<file path="config.mk">
export PLATFORM = sky130hd
export DESIGN_NAME = frame_commit_arbiter
export DESIGN_NICKNAME = d
export VERILOG_FILES = /design/src/rtl/game_pkg.sv /design/src/rtl/frame_commit_arbiter_rr_arbiter.sv /design/src/rtl/frame_commit_arbiter.sv
export SDC_FILE = /design/constraint.sdc
export NUM_CORES = 1
export LEC_CHECK = 0
export CORE_UTILIZATION = 30
export CTS_CLUSTER_SIZE = 8
export DETAILED_ROUTE_END_ITERATION = 8
export PLACE_DENSITY = 0.59
export SYNTH_ARGS = -nofsm -noshare
export SYNTH_HDL_FRONTEND = slang
export SYNTH_SLANG_ARGS = --single-unit
</file>
<file path="constraint.sdc">
create_clock -name clk -period 13.4 [get_ports clk]
set_clock_uncertainty 0.05 [all_clocks]
set_input_delay 2.01 -clock clk [delete_from_list [all_inputs] [get_ports clk]]
set_output_delay 2.01 -clock clk [all_outputs]
set_load 0.02 [all_outputs]
</file>
<file path="src/rtl/game_pkg.sv">
// game_pkg
//   Shared constants for the on-screen object table: coordinate width,
//   object count and slot indices (balls first, then paddles), screen size
//   and the default clamp window used when position clamping is built in.
//   No ports; imported with "import game_pkg::*;".
package game_pkg;

    // Signed coordinate width and number of table entries
    localparam int POS_W     = 11;
    localparam int NUM_OBJ   = 9;
    localparam int OBJ_IDX_W = 4;

    // Object slots: balls occupy 0-4, paddles 5-8
    localparam int BALL0 = 0;
    localparam int BALL1 = 1;
    localparam int BALL2 = 2;
    localparam int BALL3 = 3;
    localparam int BALL4 = 4;
    localparam int PAD10 = 5;
    localparam int PAD11 = 6;
    localparam int PAD20 = 7;
    localparam int PAD21 = 8;

    // Visible screen size
    localparam int WIDTH  = 640;
    localparam int HEIGHT = 480;

    // Default clamp window lets objects sit 16 pixels past every edge
    localparam int X_MIN_DEF = -16;
    localparam int X_MAX_DEF = WIDTH + 15;
    localparam int Y_MIN_DEF = -16;
    localparam int Y_MAX_DEF = HEIGHT + 15;

endpackage

</file>
<file path="src/rtl/frame_commit_arbiter_rr_arbiter.sv">
// rr_arbiter
//   Purely combinational round-robin picker. Searches the request vector
//   starting at position ptr and wrapping, and returns the first hit.
//   Ports:
//     req    in  NUM_REQ  candidate requests (already masked by the caller)
//     ptr    in  PTR_W    search start position, must be < NUM_REQ
//     grant  out NUM_REQ  one-hot grant, all zero when nothing requests
//     valid  out 1        a grant was found
module rr_arbiter
    import game_pkg::*;
#(
    parameter int NUM_REQ = 4,
    parameter int PTR_W   = 2
) (
    input  logic [NUM_REQ-1:0] req,
    input  logic [PTR_W-1:0]   ptr,
    output logic [NUM_REQ-1:0] grant,
    output logic               valid
);

    // Walk NUM_REQ positions from ptr; the first requester found wins.
    always_comb begin
        int j;
        grant = '0;
        valid = 1'b0;
        j     = 0;
        for (int i = 0; i < NUM_REQ; i++) begin
            j = int'(ptr) + i;
            if (j >= NUM_REQ) begin
                j = j - NUM_REQ;
            end
            if (!valid && req[j]) begin
                grant[j] = 1'b1;
                valid    = 1'b1;
            end
        end
    end

endmodule

</file>
<file path="src/rtl/frame_commit_arbiter.sv">
// frame_commit_arbiter
//   Collects object position updates from several writers into a back
//   table through a round-robin req/ack arbiter and, on every frame_end
//   pulse, commits the changed entries atomically to the front table that
//   drives the renderer, so a frame never shows a half-applied update.
//   Build option: define POS_CLAMP_EN to saturate x/y writes into
//   [X_MIN, X_MAX] / [Y_MIN, Y_MAX]; without it values are stored raw.
//   Ports:
//     clk            in  1              pixel clock
//     rst_n          in  1              async reset, active high
//     req            in  NUM_REQ        write request per writer, held until ack
//     req_obj        in  NUM_REQ*4      object index per writer
//     req_x, req_y   in  NUM_REQ*POS_W  signed position per writer
//     ack            out NUM_REQ        registered one-cycle acknowledge
//     frame_end      in  1              pulse at first blanking line
//     obj_x, obj_y   out NUM_OBJ*POS_W  front table, entry 0 in the LSBs
//     frame_updated  out 1              pulse after a commit that changed the front
//     frame_cnt      out 16             accepted frame_end count, wraps
//     idx_err        out 1              sticky: a write used an index >= NUM_OBJ
module frame_commit_arbiter #(
    parameter int NUM_REQ = 4,
    parameter int NUM_OBJ = game_pkg::NUM_OBJ,
    parameter int POS_W   = game_pkg::POS_W,
    parameter int X_MIN   = game_pkg::X_MIN_DEF,
    parameter int X_MAX   = game_pkg::X_MAX_DEF,
    parameter int Y_MIN   = game_pkg::Y_MIN_DEF,
    parameter int Y_MAX   = game_pkg::Y_MAX_DEF
) (
    input  logic                     clk,
    input  logic                     rst_n,
    input  logic [NUM_REQ-1:0]       req,
    input  logic [NUM_REQ*4-1:0]     req_obj,
    input  logic [NUM_REQ*POS_W-1:0] req_x,
    input  logic [NUM_REQ*POS_W-1:0] req_y,
    output logic [NUM_REQ-1:0]       ack,
    input  logic                     frame_end,
    output logic [NUM_OBJ*POS_W-1:0] obj_x,
    output logic [NUM_OBJ*POS_W-1:0] obj_y,
    output logic                     frame_updated,
    output logic [15:0]              frame_cnt,
    output logic                     idx_err
);

    import game_pkg::*;

    localparam int PTR_W = (NUM_REQ > 1) ? $clog2(NUM_REQ) : 1;

    localparam logic [0:0] ST_RUN    = 1'b0;
    localparam logic [0:0] ST_COMMIT = 1'b1;

    logic [0:0]              state;
    logic [PTR_W-1:0]        rr_ptr;
    logic [NUM_OBJ-1:0]      dirty;
    logic signed [POS_W-1:0] front_x [NUM_OBJ];
    logic signed [POS_W-1:0] front_y [NUM_OBJ];
    logic signed [POS_W-1:0] back_x  [NUM_OBJ];
    logic signed [POS_W-1:0] back_y  [NUM_OBJ];

    logic [NUM_REQ-1:0]      req_live;
    logic [NUM_REQ-1:0]      grant;
    logic                    grant_valid;
    logic                    do_grant;
    logic [PTR_W-1:0]        gnt_idx;
    logic [PTR_W-1:0]        next_ptr;
    logic [OBJ_IDX_W-1:0]    sel_obj;
    logic signed [POS_W-1:0] sel_x;
    logic signed [POS_W-1:0] sel_y;
    logic signed [POS_W-1:0] wr_x;
    logic signed [POS_W-1:0] wr_y;
    logic                    obj_ok;

    // Saturate a coordinate into [lo, hi] with a sign-extended compare.
    function automatic logic signed [POS_W-1:0] clamp_pos(
        input logic signed [POS_W-1:0] v,
        input int                      lo,
        input int                      hi
    );
        if (int'(v) < lo) begin
            return POS_W'(lo);
        end else if (int'(v) > hi) begin
            return POS_W'(hi);
        end else begin
            return v;
        end
    endfunction

    // A writer whose ack is currently high is dropping req; masking it
    // keeps the same request from being granted a second time.
    assign req_live = req & ~ack;

    rr_arbiter #(
        .NUM_REQ (NUM_REQ),
        .PTR_W   (PTR_W)
    ) u_rr_arbiter (
        .req   (req_live),
        .ptr   (rr_ptr),
        .grant (grant),
        .valid (grant_valid)
    );

    assign do_grant = grant_valid && (state == ST_RUN);

    // Route the granted writer's payload and work out the next rr pointer.
    always_comb begin
        gnt_idx = '0;
        sel_obj = '0;
        sel_x   = '0;
        sel_y   = '0;
        for (int i = 0; i < NUM_REQ; i++) begin
            if (grant[i]) begin
                gnt_idx = PTR_W'(i);
                sel_obj = req_obj[i*4 +: 4];
                sel_x   = req_x[i*POS_W +: POS_W];
                sel_y   = req_y[i*POS_W +: POS_W];
            end
        end
        obj_ok   = int'(sel_obj) < NUM_OBJ;
        next_ptr = (gnt_idx == PTR_W'(NUM_REQ - 1)) ? '0 : gnt_idx + 1'b1;
`ifdef POS_CLAMP_EN
        wr_x = clamp_pos(sel_x, X_MIN, X_MAX);
        wr_y = clamp_pos(sel_y, Y_MIN, Y_MAX);
`else
        wr_x = sel_x;
        wr_y = sel_y;
`endif
    end

    // RUN accepts one write per cycle into the back table; frame_end moves
    // to a single COMMIT cycle that copies only dirty entries to the front.
    always_ff @(posedge clk or posedge rst_n) begin
        if (rst_n) begin
            state         <= ST_RUN;
            rr_ptr        <= '0;
            dirty         <= '0;
            ack           <= '0;
            frame_updated <= 1'b0;
            frame_cnt     <= '0;
            idx_err       <= 1'b0;
            for (int k = 0; k < NUM_OBJ; k++) begin
                front_x[k] <= '0;
                front_y[k] <= '0;
                back_x[k]  <= '0;
                back_y[k]  <= '0;
            end
        end else begin
            ack           <= '0;
            frame_updated <= 1'b0;
            case (state)
                ST_RUN: begin
                    if (do_grant) begin
                        ack    <= grant;
                        rr_ptr <= next_ptr;
                        if (obj_ok) begin
                            for (int k = 0; k < NUM_OBJ; k++) begin
                                if (sel_obj == OBJ_IDX_W'(k)) begin
                                    back_x[k] <= wr_x;
                                    back_y[k] <= wr_y;
                                    dirty[k]  <= 1'b1;
                                end
                            end
                        end else begin
                            idx_err <= 1'b1;
                        end
                    end
                    if (frame_end) begin
                        frame_cnt <= frame_cnt + 16'd1;
                        state     <= ST_COMMIT;
                    end
                end
                ST_COMMIT: begin
                    for (int k = 0; k < NUM_OBJ; k++) begin
                        if (dirty[k]) begin
                            front_x[k] <= back_x[k];
                            front_y[k] <= back_y[k];
                        end
                    end
                    dirty         <= '0;
                    frame_updated <= |dirty;
                    state         <= ST_RUN;
                end
                default: begin
                    state <= ST_RUN;
                end
            endcase
        end
    end

    // Renderer sees the front table registers directly.
    for (genvar g = 0; g < NUM_OBJ; g++) begin : g_front_out
        assign obj_x[g*POS_W +: POS_W] = front_x[g];
        assign obj_y[g*POS_W +: POS_W] = front_y[g];
    end

endmodule

</file>
==> flow_summary.json <==
{
  "clk_pin_slew_ns": 0.05,
  "cts_tree": "yes",
  "period_minus_slack_ns": 5.97,
  "cpPeakStageDelay_ns": 0.75,
  "num_antenna_cells": 0,
  "synth_edf_count": 0,
  "ys.flop_type": "dfrtp_1",
  "avgSynthCellArea_um2": 15.1,
  "cp.required_ns": 13.82,
  "p_total_w": 0.00670,
  "yosys.area.top_type": "dfrtp_1",
  "cp-start-kind": "input pin",
  "track_usage_pct": 16.2,
  "rows": 87,
  "grt_use_met1_pct": 21.0,
  "pin_count": 331,
  "coreArea_um2": 56800,
  "post_cts_buffers": 0,
  "netlist.area_leader.share_pct": 61.8,
  "finalMaxSlewViolations": 0,
  "drt_iter0_markers": 413,
  "cellPowerDensity_nw_per_um2": 286,
  "firstDrtPassIters": 6,
  "place_hpwl_um": 32600,
  "rsz0062_at_grt": "no",
  "grt_pass1_vias": 11600,
  "clock_sink_count": 430,
  "cts_made_buffers": 60,
  "yosysSeqAreaShare_pct": 61.8,
  "dieWidth_um": 243,
  "cp_data_arrival_time_ns": 6.39,
  "max-slew-margin-rel_pct": 22.5,
  "antenna_found_initial": 0,
  "cts_hold_buf": 0,
  "synth_area_leaders": "dfrtp_1 (62%), mux2_2 (21%), mux2_1 (3.4%)",
  "drv_cap": 0,
  "via_per_inst": 4.80,
  "io_buffers": 330,
  "grt-ovfl-total": 0,
  "area_delta_synth_final_pct": 34.5,
  "yosys_warnings": 0,
  "yosysMostFrequentCell": "dfrtp_1",
  "ys_ff_latch": 430,
  "status": "finished clean",
  "ys_types": 62,
  "hp-class": "flip-flop to flip-flop",
  "die_y_um": 243,
  "hold_viol_final": 0,
  "slowest_stage": "and2_2",
  "postRouteAntennaNets": 0,
  "cp_max_fo": 43,
  "gp_congestion": 0.799,
  "grt_first_pass_wirelength_um": 72900,
  "cts_resized": 0,
  "top_usage_layer": "met2",
  "use_met2_pct": 26.2,
  "cts.path.max_buffers": 3,
  "wl_per_cell_um": 20.9,
  "clk_latency_ns": 0.60,
  "ys_top_cells_by_count": "dfrtp_1 (430), mux2_2 (325), mux2_1 (53)",
  "cts_root_buffer": "clkbuf_16",
  "drive_gt1_share_pct": 32.0,
  "max_freq_mhz": 167,
  "netlist_area_um2": 17400,
  "num_vias": 11000,
  "tns_ns": 0,
  "start_util_pct": 30.6,
  "crit_buf_inv": 2,
  "cts_max_level": 2,
  "critPathCaptureType": "flip-flop",
  "synth_async_sr_flop_share_pct": 100,
  "ir_worst_vdd_v": 0.000204,
  "crit_type": "input pin to flip-flop",
  "syn_inst": 1152,
  "grt_util_met3_pct": 4.20,
  "fin_crit_sh_pct": 44.6,
  "cp_top_family": "simple AND/OR/NAND/NOR gates",
  "setup-violations-final": 0,
  "grt_max_degree": 188,
  "drc": 0,
  "wl_um": 47700,
  "final_net_count": 1642,
  "p_leak_nw": 10.6,
  "die-area_um2": 59000,
  "r2r_slack_ns": 8.33,
  "worst_slew_pin_slew_ns": 1.16,
  "path_cells": "clkdlybuf4s50_1, nand2b_1, mux4_2, nor2_1, a32o_1, a211o_2, buf_4, nor2b_1, a211o_1, nor3b_2, and2_2, mux2_2",
  "syn-num-nets": 1271
}
-- through the flow --
stage	utilization, %	instance area (um^2)	hold slack (ns)	cells	setup WS, ns
final	41.2	23400	0.424	2286	7.43
after global routing	41.2	23400	0.433	2286	7.12
after CTS	41.2	23400	0.431	2286	7.49
after detailed placement	38.4	21800	0.421	2217	6.85
after global placement	38.4	21800	0.413	2217	6.95
after floorplan	-	17400	0.404	1152	5.53
-- kinds of logic (layout without fill, tap and decap cells) --
logic type / after synthesis / count (layout) / synth area share, %
flops: 430 / 430 / 61.8
mux: 400 / 400 / 26.4
fa+ha+maj: 8 / 8 / 0.575
compound gates: 85 / 85 / 4.09
simple gates: 142 / 142 / 4.39
xor+xnor: 15 / 15 / 0.755
buf+inv: 72 / 450 / 1.93
-- metal layers --
layer / routed length (um) / share of wire, %
met5: 0 / 0
met4: 1200 / 2.5
met3: 2810 / 5.9
met2: 23000 / 48
met1: 20700 / 43
-- registers in the layout, summed over array words and instances, names as in the netlist --
| name | flops |
|---|---|
| frame_updated | 1 |
| frame_cnt | 16 |
| state | 1 |
| idx_err | 1 |
| back_x | 99 |
| obj_y | 99 |
| dirty | 9 |
| rr_ptr | 2 |
| ack | 4 |
| obj_x | 99 |
| back_y | 99 |
-- worst paths after layout --
check                               from            end  cells after the start
max                               req[3]     back_x[42]                     12
min                        frame_cnt[15]  frame_cnt[15]                      1
max reg2reg                    rr_ptr[0]     back_x[42]                     13
min reg2reg                frame_cnt[15]  frame_cnt[15]                      1
max in group asynchronous          rst_n     back_y[67]                      5
min in group asynchronous          rst_n      obj_x[78]                      3
-- cell type report --
type | count | area, um^2
clock buffer | 65 | 1540
clock inverter | 4 | 50.0
fill | 5282 | 33400
inverter | 13 | 52.6
multi-input combinational | 650 | 6440
sequential | 430 | 10800
tap | 756 | 946
timing repair buffer | 368 | 3610
-- layout by cell type (no fill, tap or decap), types with 3 or more instances in the layout --
cell type,Yosys,routed
nor2_1,11,11
a221oi_1,22,22
o31ai_2,0,20
dfrtp_1,430,430
nor2b_1,30,30
xnor2_1,10,10
buf_4,5,36
nor3_1,4,4
clkdlybuf4s50_1,0,330
mux2_2,325,325
mux2_4,19,19
clkbuf_16,0,60
clkbuf_1,13,3
a32o_1,3,3
o21ai_0,4,4
ha_1,8,8
inv_1,11,10
xor2_1,5,5
nand2b_1,4,4
nand3_1,10,10
and2_1,6,5
a22o_1,3,3
mux2_1,53,53
nand4_1,5,5
nand2_1,51,51
a211o_1,5,4
-- report_power, final --
| group | total [W] | switching, W | internal, W |
|---|---|---|---|
| logic | 0.00325 | 0.00178 | 0.00147 |
| registers | 0.00212 | 0.000296 | 0.00183 |
| clock network | 0.00133 | 0.000529 | 0.000796 |
Note: power is estimated with default switching activity, not from simulation.
==> variant 1, RTL diff (config.mk and constraints unchanged) <==
`POS_W`: 11 -> 9.
--- a/src/rtl/game_pkg.sv
+++ b/src/rtl/game_pkg.sv
@@ -6,7 +6,7 @@
 package game_pkg;
 
     // Signed coordinate width and number of table entries
-    localparam int POS_W     = 11;
+    localparam int POS_W     = 9;
     localparam int NUM_OBJ   = 9;
     localparam int OBJ_IDX_W = 4;
 
Ports: changed (resized obj_x, obj_y, req_x and req_y); port bits go from 331 to 279. No check against the original RTL was run, so the function may have changed too.
==> variant 1 against the unedited design <==
Critical path depth decreased by 1. Synthesized area decreased by 16%. Sequential cell count decreased by 72. Utilization decreased by 0.75 points. Final area decreased by 17%. Non-clock buffer count decreased by 82. Power decreased by 19%. Setup slack got worse by 0.55 ns. Largest cell class unchanged. Sequential share of layout area increased by 0.23 points. First-iteration DRC count increased by 14%. Highest routed layer unchanged. Register-to-register slack got worse by 0.56 ns. Routed wire length decreased by 13%. Clock power decreased by 17%. Sequential power decreased by 18%.
==> variant 1: results (changes against the unedited design) <==
\begin{tabular}{lr}
\hline
Metric & Value \\
\hline
\multicolumn{2}{l}{\textbf{Run status}} \\
\quad Outcome & complete, no violations (unchanged) \\
\multicolumn{2}{l}{\textbf{Cells and area}} \\
\quad Layout net count & 1,390 (was 1,642) \\
\quad Number of fill cells in the layout & 4,466 (was 5,282) \\
\quad Fraction of layout instances using a drive strength above 1 & 27.46\% (was 31.96\%) \\
\multicolumn{2}{l}{\textbf{Setup path}} \\
\quad Worst Reg2Reg Path Length in Cells & 11 (was 13) \\
\quad Critical path origin & req[0] (was req[3]) \\
\quad Critical Path End & back\_y[18]\$\_DFFE\_PP0P\_ (was back\_x[42]\$\_DFFE\_PP0P\_) \\
\quad WP data arrival & 6.93 ns (was 6.39 ns) \\
\quad Minimum setup slack among reg-to-reg paths & 7.77 ns (was 8.33 ns) \\
\multicolumn{2}{l}{\textbf{STA}} \\
\quad Final min period & 6.523 ns (was 5.971 ns) \\
\quad Hold slack final & 0.4284 ns (was 0.4244 ns) \\
\multicolumn{2}{l}{\textbf{Pwr}} \\
\quad Static leakage & 8.765 nW (was 10.57 nW) \\
\quad Combinational power & 2.56 mW (was 3.25 mW) \\
\quad Part of the power in combinational logic & 47.4\% (was 48.5\%) \\
\quad Share of total power in the clock network & 20.6\% (was 19.8\%) \\
\quad Worst vdd rail ir drop & 0.2328 mV (was 0.2040 mV) \\
\multicolumn{2}{l}{\textbf{Detailed routing}} \\
\quad Via-to-Cell Ratio & 4.810 (was 4.797) \\
\quad Total number of vias & 9,163 (was 10,970) \\
\multicolumn{2}{l}{\textbf{Place}} \\
\quad Total placed instance area & 18,070 µm² (was 21,810 µm²) \\
\quad Final RePlAce weighted congestion & 0.8881 (was 0.7993) \\
\quad Placed Instances & 1,849 (was 2,217) \\
\multicolumn{2}{l}{\textbf{Yosys}} \\
\quad Area contributors post-synth & sky130\_fd\_sc\_hd\_\_dfrtp\_1, sky130\_fd\_sc\_hd\_\_mux2\_2, sky130\_fd\_sc\_hd\_\_mux2\_1, sky130\_fd\_sc\_hd\_\_a22oi\_1, sky130\_fd\_sc\_hd\_\_nor2\_1 (was sky130\_fd\_sc\_hd\_\_dfrtp\_1, sky130\_fd\_sc\_hd\_\_mux2\_2, sky130\_fd\_sc\_hd\_\_mux2\_1, sky130\_fd\_sc\_hd\_\_mux2\_4, sky130\_fd\_sc\_hd\_\_a221oi\_1) \\
\quad Commonest cells post-synth & sky130\_fd\_sc\_hd\_\_dfrtp\_1, sky130\_fd\_sc\_hd\_\_mux2\_2, sky130\_fd\_sc\_hd\_\_mux2\_1 (unchanged) \\
\quad Post-synthesis sequential area ratio & 61.24\% (was 61.84\%) \\
\multicolumn{2}{l}{\textbf{GRT}} \\
\quad Initial antenna violation count & 1 (was 0) \\
\quad First-pass GRT wire length & 62.10 mm (was 72.85 mm) \\
\hline
\end{tabular}
==> variant 1: layout make-up <==
class | instances | area, µm² | share of cell area (%)
Antenna cell | 1 | 2.502 | 0.01291
Inverter | 14 | 60.06 | 0.3098
Clock inverter | 3 | 56.30 | 0.2904
Clock buffer | 52 | 1259 | 6.493
Sequential cell | 358 | 8959 | 46.21
Timing Repair Buffer | 286 | 2855 | 14.73
Multi-Input combinational cell | 576 | 5425 | 27.98
Tap cell | 615 | 769.5 | 3.969
==> variant 1: routing by layer <==
layer,share of wire (%),vias to the layer above,GRT usage (%)
met2,47,288,26.77
met3,6.7,56,4.523
met1,44,4718,22.03
met5,0,-,0
met4,2.3,0,5.606
li1,-,4101,-
==> variant 1: kinds of logic (layout without fill, tap and decap cells) <==
logic type / count (synthesis) / count (layout)
flops: 358 / 358
mux: 346 / 346
simple gates: 126 / 126
compound gates: 80 / 80
buf+inv: 54 / 355
xor+xnor: 15 / 15
fa+ha+maj: 9 / 9
other cells: 0 / 1
==> variant 2, RTL diff (same settings) <==
Made on the original files. Make the reset (`rst_n`) synchronous in one clocked block. Comments in the files are not updated.
--- a/src/rtl/frame_commit_arbiter.sv
+++ b/src/rtl/frame_commit_arbiter.sv
@@ -127,7 +127,7 @@
 
     // RUN accepts one write per cycle into the back table; frame_end moves
     // to a single COMMIT cycle that copies only dirty entries to the front.
-    always_ff @(posedge clk or posedge rst_n) begin
+    always_ff @(posedge clk) begin
         if (rst_n) begin
             state         <= ST_RUN;
             rr_ptr        <= '0;
Formal check against the unedited RTL: not equivalent (Yosys sat finds a counterexample within 4 cycles, from zero or initial values and one cycle with rst_n high; the reset may be asserted at any time).
==> variant 2 against the unedited design <==
Synthesized cell count is 10% lower. Routed wire length is 4.5% lower. Via count is 12% lower. Final area is 5.6% lower. Synthesized area is 6.0% lower. Sequential cell count stayed put. Setup slack worse by 0.10 ns.
Power is not compared: it rests on default switching activity, and its combinational part moved more than twofold at a synthesized area within 25%.
==> variant 2: results (changes against the unedited design) <==
\begin{tabular}{lr}
\hline
Metric & Value \\
\hline
\multicolumn{2}{l}{\textbf{Setup path}} \\
\quad Worst R2R End & back\_y[0][96]\$\_DFFE\_PP\_ (was back\_x[42]\$\_DFFE\_PP0P\_) \\
\quad Cell with the biggest individual delay on the critical path & sky130\_fd\_sc\_hd\_\_a21o\_1 (was sky130\_fd\_sc\_hd\_\_and2\_2) \\
\quad Critical path origin & req[0] (was req[3]) \\
\quad Startpoint of the worst register-to-register path & rr\_ptr[0]\$\_SDFFE\_PP0P\_ (was rr\_ptr[0]\$\_DFFE\_PP0P\_) \\
\quad Worst path max stage delay & 0.84 ns (was 0.75 ns) \\
\quad Worst Reg2Reg Path Length in Cells & 10 (was 13) \\
\multicolumn{2}{l}{\textbf{Yosys}} \\
\quad Cell variety after synth & 64 (was 62) \\
\quad Area contributors post-synth & sky130\_fd\_sc\_hd\_\_edfxtp\_1, sky130\_fd\_sc\_hd\_\_and2\_1, sky130\_fd\_sc\_hd\_\_dfxtp\_1, sky130\_fd\_sc\_hd\_\_nand2\_1, sky130\_fd\_sc\_hd\_\_o221ai\_1 (was sky130\_fd\_sc\_hd\_\_dfrtp\_1, sky130\_fd\_sc\_hd\_\_mux2\_2, sky130\_fd\_sc\_hd\_\_mux2\_1, sky130\_fd\_sc\_hd\_\_mux2\_4, sky130\_fd\_sc\_hd\_\_a221oi\_1) \\
\quad Post-synth EDFFs & 396 (was 0) \\
\quad Net count of the mapped netlist & 1,156 (was 1,271) \\
\quad Post-synthesis sequential area ratio & 76.88\% (was 61.84\%) \\
\multicolumn{2}{l}{\textbf{Run status}} \\
\quad Outcome & complete, no violations (unchanged) \\
\multicolumn{2}{l}{\textbf{GRT}} \\
\quad Met2 Resource Use GR & 28.03\% (was 26.21\%) \\
\quad GR Util met3 & 4.421\% (was 4.202\%) \\
\quad Number of global-route vias before repair & 9,905 (was 11,600) \\
\multicolumn{2}{l}{\textbf{STA}} \\
\quad Headroom to the max-slew limit & 20.61\% (was 22.54\%) \\
\multicolumn{2}{l}{\textbf{Cells and area}} \\
\quad Layout net count & 1,506 (was 1,642) \\
\quad Fraction of layout instances using a drive strength above 1 & 9.078\% (was 31.96\%) \\
\multicolumn{2}{l}{\textbf{CTS}} \\
\quad Source-to-sink clock delay at the later pin of the worst-skew pair & 0.63 ns (was 0.60 ns) \\
\multicolumn{2}{l}{\textbf{Detailed routing}} \\
\quad Number of design-rule violations left by the first detailed-router iteration & 702 (was 413) \\
\hline
\end{tabular}
==> variant 2: cell count changes in the layout (fill, tap and decap cells not counted), sizes merged, moves of 24 or more <==
cell,unedited run,this run
nor2b,33,2
and2,7,204
edfxtp,0,396
o31ai,24,0
dfxtp,0,34
clkbuf,65,93
buf,38,6
mux2,397,3
nor2,11,58
dfrtp,430,0
==> variant 2: per-layer routing <==
metal / vias up / wire (µm) / share of wire [%]
met5: - / 13 / 0.029
met4: 2 / 1092 / 2.4
met2: 397 / 22650 / 50
li1: 4476 / - / -
met3: 71 / 3555 / 7.8
met1: 4723 / 18230 / 40
==> variant 2: power by group through the flow <==
stage / Combinational (mW) / Clock, mW / Sequential [mW]
6_report: 1.21 / 1.39 / 2.14
3_3_place_gp: 1.20 / 0 / 2.19
3_5_place_dp: 1.23 / 0 / 2.18
5_1_grt: 1.32 / 1.47 / 2.18
2_1_floorplan: 0.744 / 0 / 2.14
4_1_cts: 1.23 / 1.42 / 2.16
==> variant 2: cell type report <==
class | count | area [µm²]
sequential | 430 | 12570
multi-input combinational | 527 | 3438
clock inverter | 4 | 81.33
fill | 4895 | 31730
clock buffer | 93 | 1657
inverter | 31 | 116.4
timing repair buffer | 336 | 3348
tap | 696 | 870.8
==> variant 2: worst min-delay path by stage <==
stage,start,end
6_report,idx_err$_SDFFE_PP0P_,idx_err$_SDFFE_PP0P_
5_1_grt,back_y[0][8]$_DFFE_PP_,front_y[0][8]$_SDFFCE_PP0P_
4_1_cts,back_y[0][96]$_DFFE_PP_,front_y[0][96]$_SDFFCE_PP0P_
3_5_place_dp,idx_err$_SDFFE_PP0P_,idx_err$_SDFFE_PP0P_
3_3_place_gp,idx_err$_SDFFE_PP0P_,idx_err$_SDFFE_PP0P_
2_1_floorplan,dirty[1]$_SDFFE_PP0P_,dirty[1]$_SDFFE_PP0P_
==> variant 2: cell families after synthesis <==
| logic type | share of synthesized area, % |
|---|---|
| mux | 0.7268 |
| compound gates | 5.532 |
| xor+xnor | 0.6427 |
| buf+inv | 2.173 |
| simple gates | 13.36 |
| fa+ha+maj | 0.6886 |
| flops | 76.88 |
==> variant 2: per-stage QoR <==
step	setup slack (ns)	cells	hold WS (ns)	instance area, µm²	power, mW
floorplan	7.877	1036	0.4091	16350	2.883
global placement	6.907	2020	0.4167	20350	3.390
detailed placement	6.706	2020	0.4175	20350	3.403
CTS	7.329	2117	0.4319	22080	4.803
global route	7.048	2117	0.4434	22080	4.973
finish	7.328	2117	0.4332	22080	4.753
